<file path="config.mk">
export PLATFORM = sky130hd
export DESIGN_NAME = fifo_rd_arbiter
export DESIGN_NICKNAME = d
export VERILOG_FILES = /design/src/rtl/fifo_rd_arbiter.sv
export SDC_FILE = /design/constraint.sdc
export NUM_CORES = 1
export LEC_CHECK = 0
export ABC_AREA = 1
export CAP_MARGIN = 30
export CORE_AREA = 2 2 52 54
export CTS_BUF_LIST = sky130_fd_sc_hd__clkbuf_8
export DETAILED_ROUTE_END_ITERATION = 16
export DIE_AREA = 0 0 54 56
export GPL_TIMING_DRIVEN = 0
export HOLD_SLACK_MARGIN = 0.08
export PLACE_DENSITY = 0.69
export SETUP_SLACK_MARGIN = 0.1
export SLEW_MARGIN = 5
export SYNTH_ARGS = -nofsm -noshare
export SYNTH_HDL_FRONTEND = slang
export SYNTH_SLANG_ARGS = --single-unit
</file>
<file path="constraint.sdc">
create_clock -name r_clk -period 1.4 [get_ports r_clk]
set_input_delay 0.14 -clock r_clk [delete_from_list [all_inputs] [get_ports r_clk]]
set_output_delay 0.14 -clock r_clk [all_outputs]
set_load 0.01 [all_outputs]
</file>
<file path="src/rtl/fifo_rd_arbiter.sv">
// Round-robin read scheduler for the FIFO read port: grants bounded read bursts to one of
// NUM_REQ consumers and sequences flush requests into the rd_enable+flush pair.
module fifo_rd_arbiter #(
   parameter int unsigned NUM_REQ   = 4,
   parameter int unsigned MAX_BURST = 4,
   parameter int unsigned ID_WIDTH  = (NUM_REQ > 1) ? $clog2(NUM_REQ) : 1
) (
   input  logic                r_clk,
   input  logic                rresetn,
   input  logic [NUM_REQ-1:0]  req,
   input  logic                fifo_empty,
   input  logic                flush_req,
   output logic                rd_enable,
   output logic                flush,
   output logic [NUM_REQ-1:0]  grant,
   output logic [ID_WIDTH-1:0] grant_id,
   output logic                flush_ack
);

   localparam int unsigned CntWidth = $clog2(MAX_BURST + 1);

   typedef enum logic [1:0] {StIdle, StBurst, StFlush, StFlushAck} state_e;

   state_e                state_q, state_d;
   logic [NUM_REQ-1:0]    grant_q, grant_d;
   logic [ID_WIDTH-1:0]   grant_id_q, grant_id_d;
   logic [CntWidth-1:0]   beat_cnt_q, beat_cnt_d;
   logic [ID_WIDTH-1:0]   last_winner_q, last_winner_d;

   logic [2*NUM_REQ-1:0]  req_rot;
   logic                  win_found;
   logic [ID_WIDTH-1:0]   win_id;
   int unsigned           win_sum;
   logic                  req_granted;

   // Rotating a doubled request vector puts requester (last_winner+1) at bit 0.
   always_comb begin
      req_rot   = {req, req} >> (32'(last_winner_q) + 32'd1);
      win_found = 1'b0;
      win_id    = '0;
      win_sum   = 0;
      for (int unsigned i = 0; i < NUM_REQ; i++) begin
         if (!win_found && req_rot[i]) begin
            win_found = 1'b1;
            win_sum   = 32'(last_winner_q) + 32'd1 + i;
            if (win_sum >= NUM_REQ) begin
               win_sum = win_sum - NUM_REQ;
            end
            win_id = ID_WIDTH'(win_sum);
         end
      end
   end

   // grant_q is one-hot, so this selects req[grant_id_q] without an index-width mismatch.
   assign req_granted = |(req & grant_q);

   always_comb begin
      state_d       = state_q;
      grant_d       = grant_q;
      grant_id_d    = grant_id_q;
      beat_cnt_d    = beat_cnt_q;
      last_winner_d = last_winner_q;
      rd_enable     = 1'b0;
      flush         = 1'b0;
      flush_ack     = 1'b0;

      unique case (state_q)
         StIdle: begin
            if (flush_req) begin
               state_d = StFlush;
            end else if (win_found && !fifo_empty) begin
               grant_d       = {{(NUM_REQ-1){1'b0}}, 1'b1} << win_id;
               grant_id_d    = win_id;
               last_winner_d = win_id;
               beat_cnt_d    = '0;
               state_d       = StBurst;
            end
         end
         StBurst: begin
            rd_enable = req_granted & ~fifo_empty & ~flush_req;
            if (flush_req) begin
               grant_d    = '0;
               grant_id_d = '0;
               state_d    = StFlush;
            end else if (!req_granted) begin
               grant_d    = '0;
               grant_id_d = '0;
               state_d    = StIdle;
            end else if (!fifo_empty) begin
               beat_cnt_d = beat_cnt_q + CntWidth'(1);
               if (beat_cnt_q == CntWidth'(MAX_BURST - 1)) begin
                  grant_d    = '0;
                  grant_id_d = '0;
                  state_d    = StIdle;
               end
            end
         end
         StFlush: begin
            rd_enable = 1'b1;
            flush     = 1'b1;
            state_d   = StFlushAck;
         end
         StFlushAck: begin
            flush_ack = 1'b1;
            state_d   = StIdle;
         end
         default: state_d = StIdle;
      endcase
   end

   always_ff @(posedge r_clk or negedge rresetn) begin
      if (!rresetn) begin
         state_q       <= StIdle;
         grant_q       <= '0;
         grant_id_q    <= '0;
         beat_cnt_q    <= '0;
         last_winner_q <= ID_WIDTH'(NUM_REQ - 1);
      end else begin
         state_q       <= state_d;
         grant_q       <= grant_d;
         grant_id_q    <= grant_id_d;
         beat_cnt_q    <= beat_cnt_d;
         last_winner_q <= last_winner_d;
      end
   end

   assign grant    = grant_q;
   assign grant_id = grant_id_q;

endmodule

</file>
==> results of run 1 <==
==> where the power goes <==
part	internal [mW]	leakage (nW)	switching (mW)
clock	0.194	0.0269	0.136
sequential	0.560	0.162	0.127
combinational	1.04	0.592	1.53
total	1.79	0.781	1.79
==> area by class of cell <==
cell class                 count  area share
buffer                         2      0.0173
tap                           30      0.0247
multi-input combinational    117       0.538
inverter                      11      0.0320
timing repair buffer          25       0.142
sequential                    13       0.216
clock buffer                   3      0.0271
clock inverter                 1     0.00247
==> Yosys cell counts (2+ instances only) <==
cell	number	area share
nand2_2	9	0.054
nand4_1	3	0.018
dfstp_2	2	0.050
ha_1	7	0.084
inv_1	10	0.036
nand2_4	4	0.043
nand3_1	16	0.076
o21ai_0	3	0.014
o21ai_1	5	0.024
nand3_4	2	0.033
nor2_1	7	0.025
or2_2	2	0.012
nand2_1	52	0.19
dfrtp_1	11	0.26
==> repair_timing <==
action / in CTS / in global routing
setup endpoints to repair: 18 / 18
pin swaps: 11 / 14
buffers inserted: 6 / 3
cloned: 0 / 0
gates resized for setup: 35 / 32
==> worst paths after layout <==
kind / startpoint / cells past startpoint / end
max in group asynchronous: rresetn / 1 / state_q[0]
worst min register to register: beat_cnt_q[2] / 2 / beat_cnt_q[2]
min in group r_clk: beat_cnt_q[2] / 2 / beat_cnt_q[2]
worst max register to register: last_winner_q[0] / 11 / grant[0]
worst max-delay path: last_winner_q[0] / 11 / grant[0]
worst min-delay path: rresetn / 1 / beat_cnt_q[1]
==> logic make-up after synthesis <==
group                    after synthesis
flip-flops                            13
adder cells (fa/ha/maj)                7
buffers and inverters                 13
AO/OA/AOI/OAI                         12
XOR/XNOR                               1
AND/OR/NAND/NOR                       97
==> sequential cells by signal (all words and copies together), names as in the netlist <==
signal         count
last_winner_q      2
grant              4
grant_id           2
state_q            2
beat_cnt_q         3
==> stage by stage <==
| step | setup TNS (ns) | hold WS (ns) | util |
|---|---|---|---|
| floorplan | -0.723 | -0.156 | - |
| global placement | -3.36 | 0.469 | 0.521 |
| detailed placement | -3.85 | 0.480 | 0.521 |
| CTS | -2.57 | 0.288 | 0.570 |
| global route | -4.21 | 0.325 | 0.626 |
| finish | -2.95 | 0.268 | 0.626 |
==> routing by layer <==
metal	up-vias	share of wire
li1	523	-
met1	498	0.44
met2	15	0.53
met3	5	0.019
met4	0	0.012
met5	-	0
==> qor.txt, run 1 <==
Status = finished, violations left
Failing checks = negative setup slack
GRT overflow = 0
First-pass GRT wire length = 3830 um
Combinational family with the most area after synthesis = simple AND/OR/NAND/NOR gates
Post-synthesis cell count = 143
GRT Overall Usage = 0.167
Crit end category = flop
Clk Latency, worst-skew pair = 0.25 ns
DRC Markers = 0
Die area = 3020 um2
Die H = 56 um
Worst Path Arrival = 1.85 ns
Placement Cell Area = 1270 um2
Xor and xnor fraction of the mapped netlist area = 0.00835
Final setup viols = 14
Element type at the critical path start = flop
Ys async rst share = 1.00
Buffers and inverters on the worst path = 2
Chip width = 54 um
Core area = 2430 um2
Peak VDD IR = 1530 uV
Layout area overhead = 45.2%
# clock sinks = 13
Final min period = 1.66 ns
Post-DR wirelength/cell = 12.7 um
Req. time, crit path = 1.58 ns
Post-synthesis simple-gate area fraction = 0.464
CTS tree = yes
Hold buffers post-CTS = 0
Non-Filler Instances = 202
Mux cell area share after synthesis = 0
I/O pin count = 17
Layout cells sized above 1 = 0.436
Initial antenna violation count = 0
Top delay family on crit path = simple AND/OR/NAND/NOR gates
Met3 GRT Util = 0.0242
Slew HR = 0.604
Post-Layout Inst Area = 1520 um2
Sequential fraction of the synthesis area = 0.313
Pwr per Cell Area = 2350 nW/um2
Post-synth EDFFs = 0
Most frequent cells in the layout = nand2_1, nand2_2, nand2_4, nand3_1, dfrtp_1
Via count = 1041
Post-DRT Antenna Nets = 0
Initial DRC count = 20
Crit-path most repeated cell = nand2_4
Met1 Track Usage GR = 0.206
Crit-path max cell delay = 0.53 ns
Total CTS buffers = 3
Placed insts = 189
H-Tree Depth = 1
Post-Route WL = 2560 um
Worst min-delay path category = in2async
Final period utilization = 1.19
Avg Synthesized Cell Area = 7.33 um2
Drt first pass iters = 4
Synth warn = 0
FILL cells = 216
Slowest cell on crit path = dfstp_2
Ant diodes = 0
FF/Latch Area = 329 um2
Clk pin slew, worst setup/hold paths = 0.06 ns
Row count = 18
Port Buffers = 16
Ys flop type = dfrtp_1
Post-Place Setup Slack = -0.594 ns
Actual slew at the worst max-slew pin = 0.592 ns
Worst Path Max Fanout = 8
Clock skew = 0.00513 ns
GPL Wtd Cong = 0.755
Number of synthesized register bits = 13
R2R setup slack = -0.26 ns
Compound-Gate Fraction of Synth Area = 0.0692
Cell Area, Synth = 1050 um2
Fin. max-slew vios = 0
Syn_nets = 158
Routing usage on met2 = 0.287
Top Usage Layer GRT = met2
Cell Chain, Critical Path = buf_8 > inv_8 > nand2_4 > nand2_4 > nor2_4 > nand3_4 > nand3_4 > nand2_4 > nand2_8 > nand2_2 > nand2_2
Worst Setup Path Type = reg2reg
Starting Density = 0.431
Final Worst Setup Slack = -0.261 ns
Vias per cell = 5.15
Count of cell types in the netlist = 24
Largest net degree at the start of global routing = 14
Longest Clk Path Bufs = 2
Layout Nets = 188
Max cap viols = 0
Combined area of the multi-input logic cells = 820 um2
Final HPWL DP = 1710 um
Vias in the first global route = 923
Fmax = 602 MHz
Final hold violations = 0
Post-synthesis adder-cell area fraction = 0.0835
Root Buffer = clkbuf_8
RSZ-0062 raised after global routing = yes
Commonest non-fill, non-tap cell in the layout = nand2_1
Tot Pwr = 3.58 mW
Leak = 0.781 nW
Note: power is estimated with default switching activity, not from simulation.
==> inputs of run 2 (changes only) <==
GPL_TIMING_DRIVEN = unset   (was 0)
==> qor.txt, run 2 (synthesized netlist as in run 1, its figures left out) <==
Status = finished, violations left
Failing checks = negative setup slack
Worst min-delay path category = in2async
Core area = 2430 um2
Element type at the critical path start = flop
First-pass GRT wire length = 4300 um
Clk pin slew, worst setup/hold paths = 0.05 ns
Post-Place Setup Slack = -0.587 ns
Worst Path Arrival = 1.92 ns
Via count = 1100
Clock skew = 0.00262 ns
Worst Setup Path Type = reg2reg
Largest net degree at the start of global routing = 14
Crit end category = flop
R2R setup slack = -0.34 ns
Initial antenna violation count = 0
Post-DRT Antenna Nets = 0
GRT overflow = 0
Peak VDD IR = 1360 uV
Ant diodes = 0
Largest register FFs = 4
Final min period = 1.74 ns
Vias in the first global route = 1048
CTS tree = yes
I/O pin count = 17
Chip width = 54 um
Clk Latency, worst-skew pair = 0.24 ns
Total CTS buffers = 3
# clock sinks = 13
Final Worst Setup Slack = -0.338 ns
Final hold violations = 0
Worst r2r src = last_winner_q[0]
Fmax = 575 MHz
Non-Filler Instances = 226
Part of the power in registers = 0.176
H-Tree Depth = 1
Post-Route WL = 2700 um
Most frequent cells in the layout = nand2_1, buf_4, nand2_2, nand3_1, dfrtp_1
Starting Density = 0.431
Commonest non-fill, non-tap cell in the layout = nand2_1
Port Buffers = 16
Int Power = 2.10 mW
Req. time, crit path = 1.58 ns
Fin. max-slew vios = 0
Die area = 3020 um2
Actual slew at the worst max-slew pin = 0.233 ns
Initial DRC count = 20
Root Buffer = clkbuf_8
GPL Wtd Cong = 0.762
Tot Pwr = 3.90 mW
FILL cells = 193
GRT Overall Usage = 0.192
Layout cells sized above 1 = 0.480
Layout area overhead = 61.7%
FF/Latch Area = 328 um2
Combined area of the multi-input logic cells = 813 um2
Pwr per Cell Area = 2300 nW/um2
Comb power frac = 0.741
Clock network fraction of design power = 0.083
Psw = 1.80 mW
Slew HR = 0.844
Sw Share = 0.462
Post-Layout Inst Area = 1700 um2
Final period utilization = 1.24
DRC Markers = 0
Critical register-to-register path endpoint = grant[0]
Final setup viols = 14
Die H = 56 um
Placed insts = 212
Min Hold Slack = 0.196 ns
Row count = 18
Vias per cell = 4.87
Placement Cell Area = 1440 um2
Longest Clk Path Bufs = 2
Leak = 0.875 nW
RSZ-0062 raised after global routing = yes
Drt first pass iters = 4
Worst Path Max Fanout = 6
Max cap viols = 0
R2R depth = 12
Post-DR wirelength/cell = 11.9 um
Final HPWL DP = 2010 um
Layout Nets = 212
-- run 2: cell count changes in the layout (fill, tap and decap cells not counted), moves of 2 or more --
| cell | delta |
|---|---|
| dlymetal6s2s_1 | -2 |
| nor2_2 | +2 |
| inv_2 | -5 |
| nand3_1 | +2 |
| inv_1 | +5 |
| clkdlybuf4s50_1 | +2 |
| buf_4 | +23 |
| nand3_2 | -2 |
| buf_6 | +3 |
| nor2_1 | -2 |
-- run 2: power groups by stage --
stage,clock (mW),sequential (mW),combinational (mW)
after CTS,0.340,0.696,2.49
after global placement,0,0.685,2.20
after floorplan,0,0.683,1.42
after detailed placement,0,0.691,2.28
final,0.324,0.688,2.89
after global routing,0.352,0.702,3.16
-- run 2: how the worst max path moves through the flow --
stage / from / to / slack, ns / depth (start not counted)
floorplan: last_winner_q[0] / grant[3] / -0.09 / 12
global placement: req[1] / rd_enable / -0.54 / 9
detailed placement: req[1] / rd_enable / -0.59 / 9
CTS: last_winner_q[0] / grant[3] / -0.24 / 10
global route: last_winner_q[0] / grant[0] / -0.40 / 12
finish: last_winner_q[0] / grant[0] / -0.34 / 12
-- run 2: cell type report --
| cell class | count | share of cell area |
|---|---|---|
| Multi-Input combinational cell | 117 | 0.480 |
| Timing Repair Buffer | 51 | 0.251 |
| Inverter | 11 | 0.0273 |
| Tap cell | 30 | 0.0221 |
| Sequential cell | 13 | 0.193 |
| Clock inverter | 1 | 0.00221 |
| Clock buffer | 3 | 0.0244 |
-- run 2: through the flow --
stage	TNS [ns]	util
final	-3.58	0.697
after global routing	-4.87	0.697
after CTS	-2.78	0.643
after detailed placement	-4.13	0.590
after global placement	-3.66	0.590
after floorplan	-0.723	-
-- run 2: what timing repair did --
action / CTS / global route
endpoints found under the hold margin: 0 / 0
pin swaps: 3 / 3
hold buffers: 0 / 0
resized for setup: 37 / 26
setup buffers: 4 / 6
setup endpoints to repair: 20 / 16
-- run 2: critical path: stages (launching register included) --
cell     delay, ns
dfstp_2       0.62
buf_4         0.15
nand2_2       0.07
nand2_2       0.10
nand2_1       0.08
nand2_2       0.09
nand2_2       0.07
buf_4         0.14
nand3_1       0.06
nand2_1       0.06
nor2_1        0.10
nand3_1       0.08
nand2_1       0.06
-- run 2: per-layer routing --
metal  vias to the layer above  part of all wire  track usage  wire, um
li1                        569                 -            -         -
met1                       513              0.43        0.232      1160
met2                        15              0.54        0.338      1450
met3                         3             0.020       0.0323        53
met4                         0             0.011       0.0536        29
met5                         -                 0            0         0
